### config.mk
export PLATFORM = sky130hd
export DESIGN_NAME = ir_fetch_ctrl
export DESIGN_NICKNAME = d
export VERILOG_FILES = /design/src/rtl/ir_ctrl_pkg.sv /design/src/rtl/fetch_timer.sv /design/src/rtl/ir_fetch_ctrl.sv
export SDC_FILE = /design/constraint.sdc
export NUM_CORES = 1
export LEC_CHECK = 0
export CELL_PAD_IN_SITES_DETAIL_PLACEMENT = 0
export CELL_PAD_IN_SITES_GLOBAL_PLACEMENT = 2
export CORE_ASPECT_RATIO = 1.1
export CORE_MARGIN = 1.5
export CORE_UTILIZATION = 22
export DETAILED_ROUTE_END_ITERATION = 10
export GPL_TIMING_DRIVEN = 1
export PLACE_DENSITY_LB_ADDON = 0.1
export SLEW_MARGIN = 20
export SYNTH_ARGS = -nofsm -noshare
export SYNTH_HDL_FRONTEND = slang
export SYNTH_SLANG_ARGS = --single-unit
### constraint.sdc
create_clock -name clk -period 1.4 [get_ports clk]
set_input_delay 0.28 -clock clk [delete_from_list [all_inputs] [get_ports clk]]
set_output_delay 0.28 -clock clk [all_outputs]
set_load 0.02 [all_outputs]
### src/rtl/ir_ctrl_pkg.sv
`default_nettype none
// ============================================================================
// Module      : ir_ctrl_pkg
// Description : Shared types and constants for the IR fetch controller.
//               Holds the fetch FSM state encoding and the IR FunSel codes.
// Revision    : 1.0  initial release
// ============================================================================
package ir_ctrl_pkg;

    // Fetch FSM states
    typedef enum logic [2:0] {
        IDLE  = 3'd0,
        CLR   = 3'd1,
        LO    = 3'd2,
        HI    = 3'd3,
        VALID = 3'd4,
        ERR   = 3'd5
    } state_t;

    // IR FunSel codes. The controller only ever drives CLR and LOAD;
    // DEC and INC are listed so the full IR encoding lives in one place.
    localparam logic [1:0] FS_CLR  = 2'b00;
    localparam logic [1:0] FS_LOAD = 2'b01;
    localparam logic [1:0] FS_DEC  = 2'b10;
    localparam logic [1:0] FS_INC  = 2'b11;

endpackage : ir_ctrl_pkg
`default_nettype wire

### src/rtl/fetch_timer.sv
`default_nettype none
// ============================================================================
// Module      : fetch_timer
// Description : Memory wait-cycle counter for the IR fetch controller.
//               Counts consecutive cycles in which i_count is high and
//               raises o_expire combinationally on the TIMEOUT_CYCLES-th
//               such cycle. Any cycle with i_count low clears the count.
// Ports       : clk      - clock
//               rst_n    - asynchronous active-low reset
//               i_count  - this cycle is a wait cycle
//               o_expire - this wait cycle is the TIMEOUT_CYCLES-th in a row
// Revision    : 1.0  initial release
// ============================================================================
module fetch_timer #(
    parameter int TIMEOUT_CYCLES = 16
) (
    input  logic clk,
    input  logic rst_n,
    input  logic i_count,
    output logic o_expire
);

    // Counter only needs to hold 0 .. TIMEOUT_CYCLES-1
    localparam int CW = (TIMEOUT_CYCLES > 1) ? $clog2(TIMEOUT_CYCLES) : 1;
    localparam logic [CW-1:0] c_last = CW'(TIMEOUT_CYCLES - 1);

    logic [CW-1:0] r_cnt;

    assign o_expire = i_count && (r_cnt == c_last);

    always_ff @(posedge clk or negedge rst_n) begin
        if (!rst_n) begin
            r_cnt <= '0;
        end else if (i_count && !o_expire) begin
            r_cnt <= r_cnt + CW'(1);
        end else begin
            // Cleared on accepted byte, flush, leaving LO/HI, or expiry
            r_cnt <= '0;
        end
    end

endmodule : fetch_timer
`default_nettype wire

### src/rtl/ir_fetch_ctrl.sv
`default_nettype none
// ============================================================================
// Module      : ir_fetch_ctrl
// Description : Two-byte instruction fetch controller. Clears IR, reads a
//               low and a high byte from memory into IR, then holds the
//               instruction valid until decode acknowledges it.
//               Optional memory timeout enabled by macro IR_FETCH_TIMEOUT_EN.
// Ports       : clk, rst_n          - clock, async active-low reset
//               i_fetch_en          - request continuous fetch
//               i_flush             - abort fetch, back to IDLE, clear err
//               o_mem_req           - byte read request
//               i_mem_ready/i_mem_data - memory byte handshake
//               o_ir_i/o_ir_funsel/o_ir_lh/o_ir_en - IR register controls
//               o_pc_inc            - PC increment pulse per accepted byte
//               o_instr_valid/i_instr_ack - instruction handshake to decode
//               o_fetch_cnt         - completed instruction count (wraps)
//               o_err               - sticky memory timeout flag
// Revision    : 1.0  initial release
// ============================================================================
module ir_fetch_ctrl
    import ir_ctrl_pkg::*;
#(
    parameter int TIMEOUT_CYCLES = 16,
    parameter int CNT_W          = 8
) (
    input  logic             clk,
    input  logic             rst_n,
    input  logic             i_fetch_en,
    input  logic             i_flush,
    output logic             o_mem_req,
    input  logic             i_mem_ready,
    input  logic [7:0]       i_mem_data,
    output logic [7:0]       o_ir_i,
    output logic [1:0]       o_ir_funsel,
    output logic             o_ir_lh,
    output logic             o_ir_en,
    output logic             o_pc_inc,
    output logic             o_instr_valid,
    input  logic             i_instr_ack,
    output logic [CNT_W-1:0] o_fetch_cnt,
    output logic             o_err
);

    state_t           r_state;
    logic             r_mem_req;
    logic             r_instr_valid;
    logic             r_err;
    logic [CNT_W-1:0] r_fetch_cnt;

    logic w_in_fetch;
    logic w_accept;
    logic w_clear_ir;
    logic w_timeout;

    // A byte is accepted only while requesting and not being flushed, so the
    // IR write and PC increment land on the same edge as the state change.
    assign w_in_fetch = (r_state == LO) || (r_state == HI);
    assign w_accept   = w_in_fetch && i_mem_ready && !i_flush;
    assign w_clear_ir = (r_state == CLR) && !i_flush;

    assign o_ir_en     = w_accept || w_clear_ir;
    assign o_ir_funsel = w_accept ? FS_LOAD : FS_CLR;
    assign o_ir_lh     = w_accept && (r_state == HI);
    assign o_ir_i      = w_accept ? i_mem_data : 8'h00;
    assign o_pc_inc    = w_accept;

    assign o_mem_req     = r_mem_req;
    assign o_instr_valid = r_instr_valid;
    assign o_err         = r_err;
    assign o_fetch_cnt   = r_fetch_cnt;

`ifdef IR_FETCH_TIMEOUT_EN
    fetch_timer #(
        .TIMEOUT_CYCLES (TIMEOUT_CYCLES)
    ) u_fetch_timer (
        .clk      (clk),
        .rst_n    (rst_n),
        .i_count  (w_in_fetch && !i_mem_ready && !i_flush),
        .o_expire (w_timeout)
    );
`else
    // Without the timeout option LO/HI wait forever and ERR is unreachable
    assign w_timeout = 1'b0;
`endif

    always_ff @(posedge clk or negedge rst_n) begin
        if (!rst_n) begin
            r_state       <= IDLE;
            r_mem_req     <= 1'b0;
            r_instr_valid <= 1'b0;
            r_err         <= 1'b0;
            r_fetch_cnt   <= '0;
        end else if (i_flush) begin
            // Flush outranks every other event; count is preserved
            r_state       <= IDLE;
            r_mem_req     <= 1'b0;
            r_instr_valid <= 1'b0;
            r_err         <= 1'b0;
        end else begin
            case (r_state)
                IDLE: begin
                    if (i_fetch_en) begin
                        r_state <= CLR;
                    end
                end
                CLR: begin
                    r_state   <= LO;
                    r_mem_req <= 1'b1;
                end
                LO: begin
                    if (i_mem_ready) begin
                        r_state <= HI;
                    end else if (w_timeout) begin
                        r_state   <= ERR;
                        r_mem_req <= 1'b0;
                        r_err     <= 1'b1;
                    end
                end
                HI: begin
                    if (i_mem_ready) begin
                        r_state       <= VALID;
                        r_mem_req     <= 1'b0;
                        r_instr_valid <= 1'b1;
                    end else if (w_timeout) begin
                        r_state   <= ERR;
                        r_mem_req <= 1'b0;
                        r_err     <= 1'b1;
                    end
                end
                VALID: begin
                    if (i_instr_ack) begin
                        r_fetch_cnt   <= r_fetch_cnt + CNT_W'(1);
                        r_instr_valid <= 1'b0;
                        r_state       <= i_fetch_en ? CLR : IDLE;
                    end
                end
                ERR: begin
                    // Held until flush or reset
                    r_state <= ERR;
                end
                default: begin
                    r_state       <= IDLE;
                    r_mem_req     <= 1'b0;
                    r_instr_valid <= 1'b0;
                    r_err         <= 1'b0;
                end
            endcase
        end
    end

endmodule : ir_fetch_ctrl
`default_nettype wire

* Yosys cells after proc, flatten, opt, wreduce, memory -nomap -nowiden
Index checks and enable logic that the tools add are counted.
W data, S select, Z words.
** Storage, ports and cells
- Memory bits (writable) :: 0
- Register bits :: 14
- Bits in read-only memories :: 0
- Memories kept :: 0
- Word-level logic and storage cells :: 52
- Bits in latches :: 0
- Input bits :: 14
- Output and inout bits :: 24
** Cells by class
- Magnitude comparators :: 0
- Equality and inequality tests :: 12
- Divide/modulo/power cells :: 0
- Bitwise logic cells :: 1
- Reduce and logical (&&, ||, !) cells :: 15
- Add/subtract/negate cells :: 1
- Multiplexer cells :: 18
- Shift-type cells :: 0
- Multipliers :: 0
** Operators by type and width (number)
- $pmux W3 S6 :: 1
- $mux W3 :: 5
- $ne A3 B3 Y1 const B :: 4
- $mux W1 :: 9
- $add A8 B1 Y8 const B :: 1
- $mux W8 :: 1
- $reduce_or A4 Y1 :: 2
- $eq A3 B2 Y1 const B :: 2
- $eq A3 B3 Y1 const B :: 2
- $ne A2 B1 Y1 const B :: 3
- $pmux W1 S3 :: 2
- $reduce_and A3 Y1 :: 2
- $reduce_or A6 Y1 :: 1
- $logic_and A1 B1 Y1 :: 4
- $reduce_and A4 Y1 :: 1
- $eq A3 B1 Y1 const B :: 1
- $logic_not A3 Y1 :: 1
- $logic_or A1 B1 Y1 :: 2
- $reduce_and A2 Y1 :: 1
- $logic_not A1 Y1 :: 1
- $not A1 Y1 :: 1

* Depth between registers and ports, before layout
- Depth after elaboration :: 5
- Mapped depth :: 4
- Mapped depth without buffers :: 4

* Worst setup path before layout
No wires, ideal clock.
- Path kind :: register -> output
- Start :: reg r_state[2]
- End :: out o_ir_i[0]
- Setup slack :: -233 ps
- Required time :: 1120 ps
- Buffers on the path :: 1
- Cell stages (with the launch flop) :: 4
- Arrival :: 1353 ps
- Cells stage by stage :: dfrtp_1 -> buf_2 -> nor3_2 -> and2_1
** On the way
- Longest elaborated chain between the ends :: 5
- Elaborated cells on any way between the ends :: 6
- Classes of those cells :: eq/ne: 2; mux: 1; reduce/logical: 3
** Ends and longest elaborated chain
- start: declaration :: line ir_fetch_ctrl.sv:44 : state_t r_state;
- start signal: assignment :: line ir_fetch_ctrl.sv:134 : r_state <= i_fetch_en ? CLR : IDLE;
- $eq A3 B2 Y1 :: line ir_fetch_ctrl.sv:57 : assign w_in_fetch = (r_state == LO) || (r_state == HI);
- $logic_or A1 B1 Y1 * :: line ir_fetch_ctrl.sv:57
- $logic_and A1 B1 Y1 * (2 in a row) :: line ir_fetch_ctrl.sv:58 : assign w_accept = w_in_fetch && i_mem_ready && !i_flush;
- net o_pc_inc :: line ir_fetch_ctrl.sv:37 : output logic o_pc_inc,
- $mux W8 * :: line ir_fetch_ctrl.sv:64 : assign o_ir_i = w_accept ? i_mem_data : 8'h00;
- end: declaration :: line ir_fetch_ctrl.sv:33 : output logic [7:0] o_ir_i,
The timed path passes the listed nets; every way through them passes the cells marked *.

* Final worst setup path
- Start :: reg r_state[2]
- End :: out o_ir_i[5]
** On the way
- Longest elaborated chain between the ends :: 5
- Elaborated cells on any way between the ends :: 6
- Classes of those cells :: eq/ne: 2; mux: 1; reduce/logical: 3
** Ends and longest elaborated chain (line)
- $eq A3 B2 Y1 :: ir_fetch_ctrl.sv:57
- $logic_or A1 B1 Y1 * :: ir_fetch_ctrl.sv:57
- $logic_and A1 B1 Y1 * (2 in a row) :: ir_fetch_ctrl.sv:58
- $mux W8 * :: ir_fetch_ctrl.sv:64
Every way passes the cells marked *; elsewhere a longest branch is shown, timed or not.

==> results.json <==
{
  "skew_ns": 0.01181,
  "rsz0062_at_grt": "true",
  "hold_ws_ns": 0.2894,
  "rrSetupSlack_ns": 0.03,
  "drv_slew": 0,
  "pre_cts_ws_ns": -0.8678,
  "crit_path_start_kind": "flop",
  "cp_max_fo": 5,
  "final_cell_count_no_fill": 178,
  "clock_tree.htree_level_count": 1,
  "r2r_end": "o_fetch_cnt[1]",
  "wirelength_microns": 2166,
  "antenna_found_initial": 0,
  "met2_usage": 0.2106,
  "netlist_instances": 77,
  "syn_area_per_cell_sq_um": 10.19,
  "finalSetupViolCount": 12,
  "num_antenna_cells": 0,
  "layout-drive-gt1-share": 0.4154,
  "fin_nets": 146,
  "die_area_sq_um": 3934,
  "via_count": 753,
  "fp.dieH_microns": 65.63,
  "fmax_mhz": 628.4,
  "fillerInstances": 362,
  "final_common_cell": "buf_4",
  "power_uw": 888.9,
  "comb_power_share": 0.273,
  "cts.sinks": 13,
  "io_pins": 38,
  "period_share": 1.137,
  "p_per_area_nw_per_um2": 645.8,
  "synth_area_sq_um": 784.5,
  "io_buffers": 35,
  "overflow": 0,
  "seqPwrFrac": 0.458,
  "grt_pass1_wl_microns": 3581,
  "track_usage": 0.1197,
  "clk_latency_ns": 0.28,
  "hold_buffers": 0,
  "p_int_uw": 627.8,
  "layout_common_cells": "20 x buf_4, 12 x dlygate4sd2_1, 12 x dfrtp_1, 11 x clkdlybuf4s50_1, 11 x buf_6",
  "max_cap_violations": 0,
  "dp_cells": 167,
  "status": "finished, violations left",
  "drc": 0,
  "gr-max-usage-layer": "met2",
  "synthArstFlopShare": 1.000,
  "numCtsBuffers": 3,
  "synth.distinct_cells": 36,
  "r2r_cells": 4,
  "p_sw_frac": 0.2937,
  "ys.flop_type": "dfrtp_1",
  "num_rows": 22,
  "leakagePower_uw": 0.0006743,
  "peakVddDrop_v": 0.0002679,
  "arrival_ns": 1.31,
  "areaGrowthSynthToFinish_pct": 75.44,
  "multi_input_area_sq_um": 469.2,
  "place_hpwl_microns": 1607,
  "reg2reg_from": "r_state[1]",
  "die_w_microns": 59.94,
  "gp_congestion": 0.6608,
  "p_switching_uw": 261.0,
  "gr-usage-met3": 0.01969,
  "ant_nets": 0,
  "core-area_sq_um": 3386,
  "hold_viol_final": 0,
  "critPathCaptureType": "output pin",
  "drt_iter0_drc": 10,
  "start_util": 0.2317,
  "first_pass_iters": 3,
  "cts_max_path_buffers": 2,
  "cts_root_buf": "clkbuf_4",
  "path_class": "reg2out",
  "period_needed_ns": 1.591,
  "avgRoutedWirePerCell_microns": 12.17,
  "cts_tree": "done",
  "vias_per_cell": 4.230,
  "grt_pass1_vias": 796,
  "ys_ff_latch": 13,
  "ys_seq_area_frac": 0.4147,
  "grt_start_max_net_pins": 14,
  "violations": "negative setup slack",
  "regArea_sq_um": 326.6,
  "use_met1": 0.1396,
  "hp-class": "in2async",
  "worst_slack_ns": -0.1914,
  "cts.reportedPaths.clkPinSlew_ns": 0.09,
  "p_clk_frac": 0.269,
  "synth_warnings": 0,
  "synth-edff-count": 0,
  "cp_data_required_time_ns": 1.12
}
cell families (layout without fill, tap and decap cells):
family | Yosys count | count (layout) | share of synthesized area
compound gates | 10 | 10 | 0.1069
simple gates | 35 | 36 | 0.2903
buf+inv | 8 | 59 | 0.06219
fa+ha+maj | 1 | 1 | 0.01595
xor+xnor | 7 | 7 | 0.07815
mux | 2 | 2 | 0.02711
other cells | 1 | 2 | 0.004780
flops | 13 | 13 | 0.4147
power groups by stage:
stage	Combinational (uW)	Clock, uW	Sequential (uW)
2_1_floorplan	101	0	426
3_3_place_gp	226	0	413
3_5_place_dp	227	0	414
4_1_cts	239	252	407
5_1_grt	265	275	410
6_report	243	239	407
repair_timing:
item | in CTS | in global routing
hold endpoints to repair | 0 | 0
gates resized for setup | 85 | 8
pin swaps | 8 | 12
setup endpoints to repair | 30 | 20
setup buffers | 6 | 0
gates cloned | 1 | 0
worst max-delay path by stage:
stage	from	endpoint	slack (ns)	cells after the start
finish	r_state[2]	o_ir_i[5]	-0.19	3
global route	r_state[2]	o_ir_i[7]	-0.28	3
CTS	r_state[2]	o_ir_i[5]	-0.21	3
detailed placement	i_mem_ready	o_ir_i[6]	-0.87	5
global placement	i_mem_ready	o_ir_i[6]	-0.85	5
floorplan	r_state[1]	o_ir_i[0]	-0.02	3
routing by layer:
metal,vias to the layer above,share of wire
met5,-,0
met2,15,0.54
met4,0,0.0051
li1,374,-
met3,2,0.032
met1,362,0.42
area by class of cell:
type	count	area share
tap	48	0.04364
multi-input combinational	58	0.3409
inverter	1	0.002727
sequential	13	0.2373
timing repair buffer	54	0.3555
clock buffer	3	0.01636
clock inverter	1	0.003636
cell usage after synthesis (all sizes together), types with 2 or more instances:
| cell | number | area, sq um |
|---|---|---|
| and2 | 8 | 50.05 |
| a21oi | 2 | 10.01 |
| nand2 | 5 | 18.77 |
| xnor2 | 6 | 52.55 |
| nand4 | 2 | 12.51 |
| buf | 6 | 37.53 |
| nor3 | 2 | 15.01 |
| dfrtp | 13 | 325.3 |
| nor2 | 2 | 7.510 |
| and4bb | 3 | 37.53 |
| nand3 | 5 | 25.02 |
| nor2b | 2 | 15.02 |
| o32a | 2 | 20.02 |
metrics by stage:
| step | instance area (sq um) | utilization | setup TNS (ns) |
|---|---|---|---|
| 6_report | 1376 | 0.4065 | -2.037 |
| 3_3_place_gp | 1272 | 0.3758 | -13.14 |
| 2_1_floorplan | 809.5 | - | -0.1343 |
| 5_1_grt | 1376 | 0.4065 | -3.146 |
| 3_5_place_dp | 1272 | 0.3758 | -13.23 |
| 4_1_cts | 1350 | 0.3987 | -2.275 |
critical path, cell delays in order, from the launching register on:
cell	delay, ns
dfrtp_2	0.47
nor3_4	0.25
and2_2	0.18
buf_4	0.13
state kept, by name, summed over array words and instances (netlist names):
register and cells:
o_mem_req 1, r_state 3, o_fetch_cnt 8, o_instr_valid 1
Power figures use the tool's default switching activity.
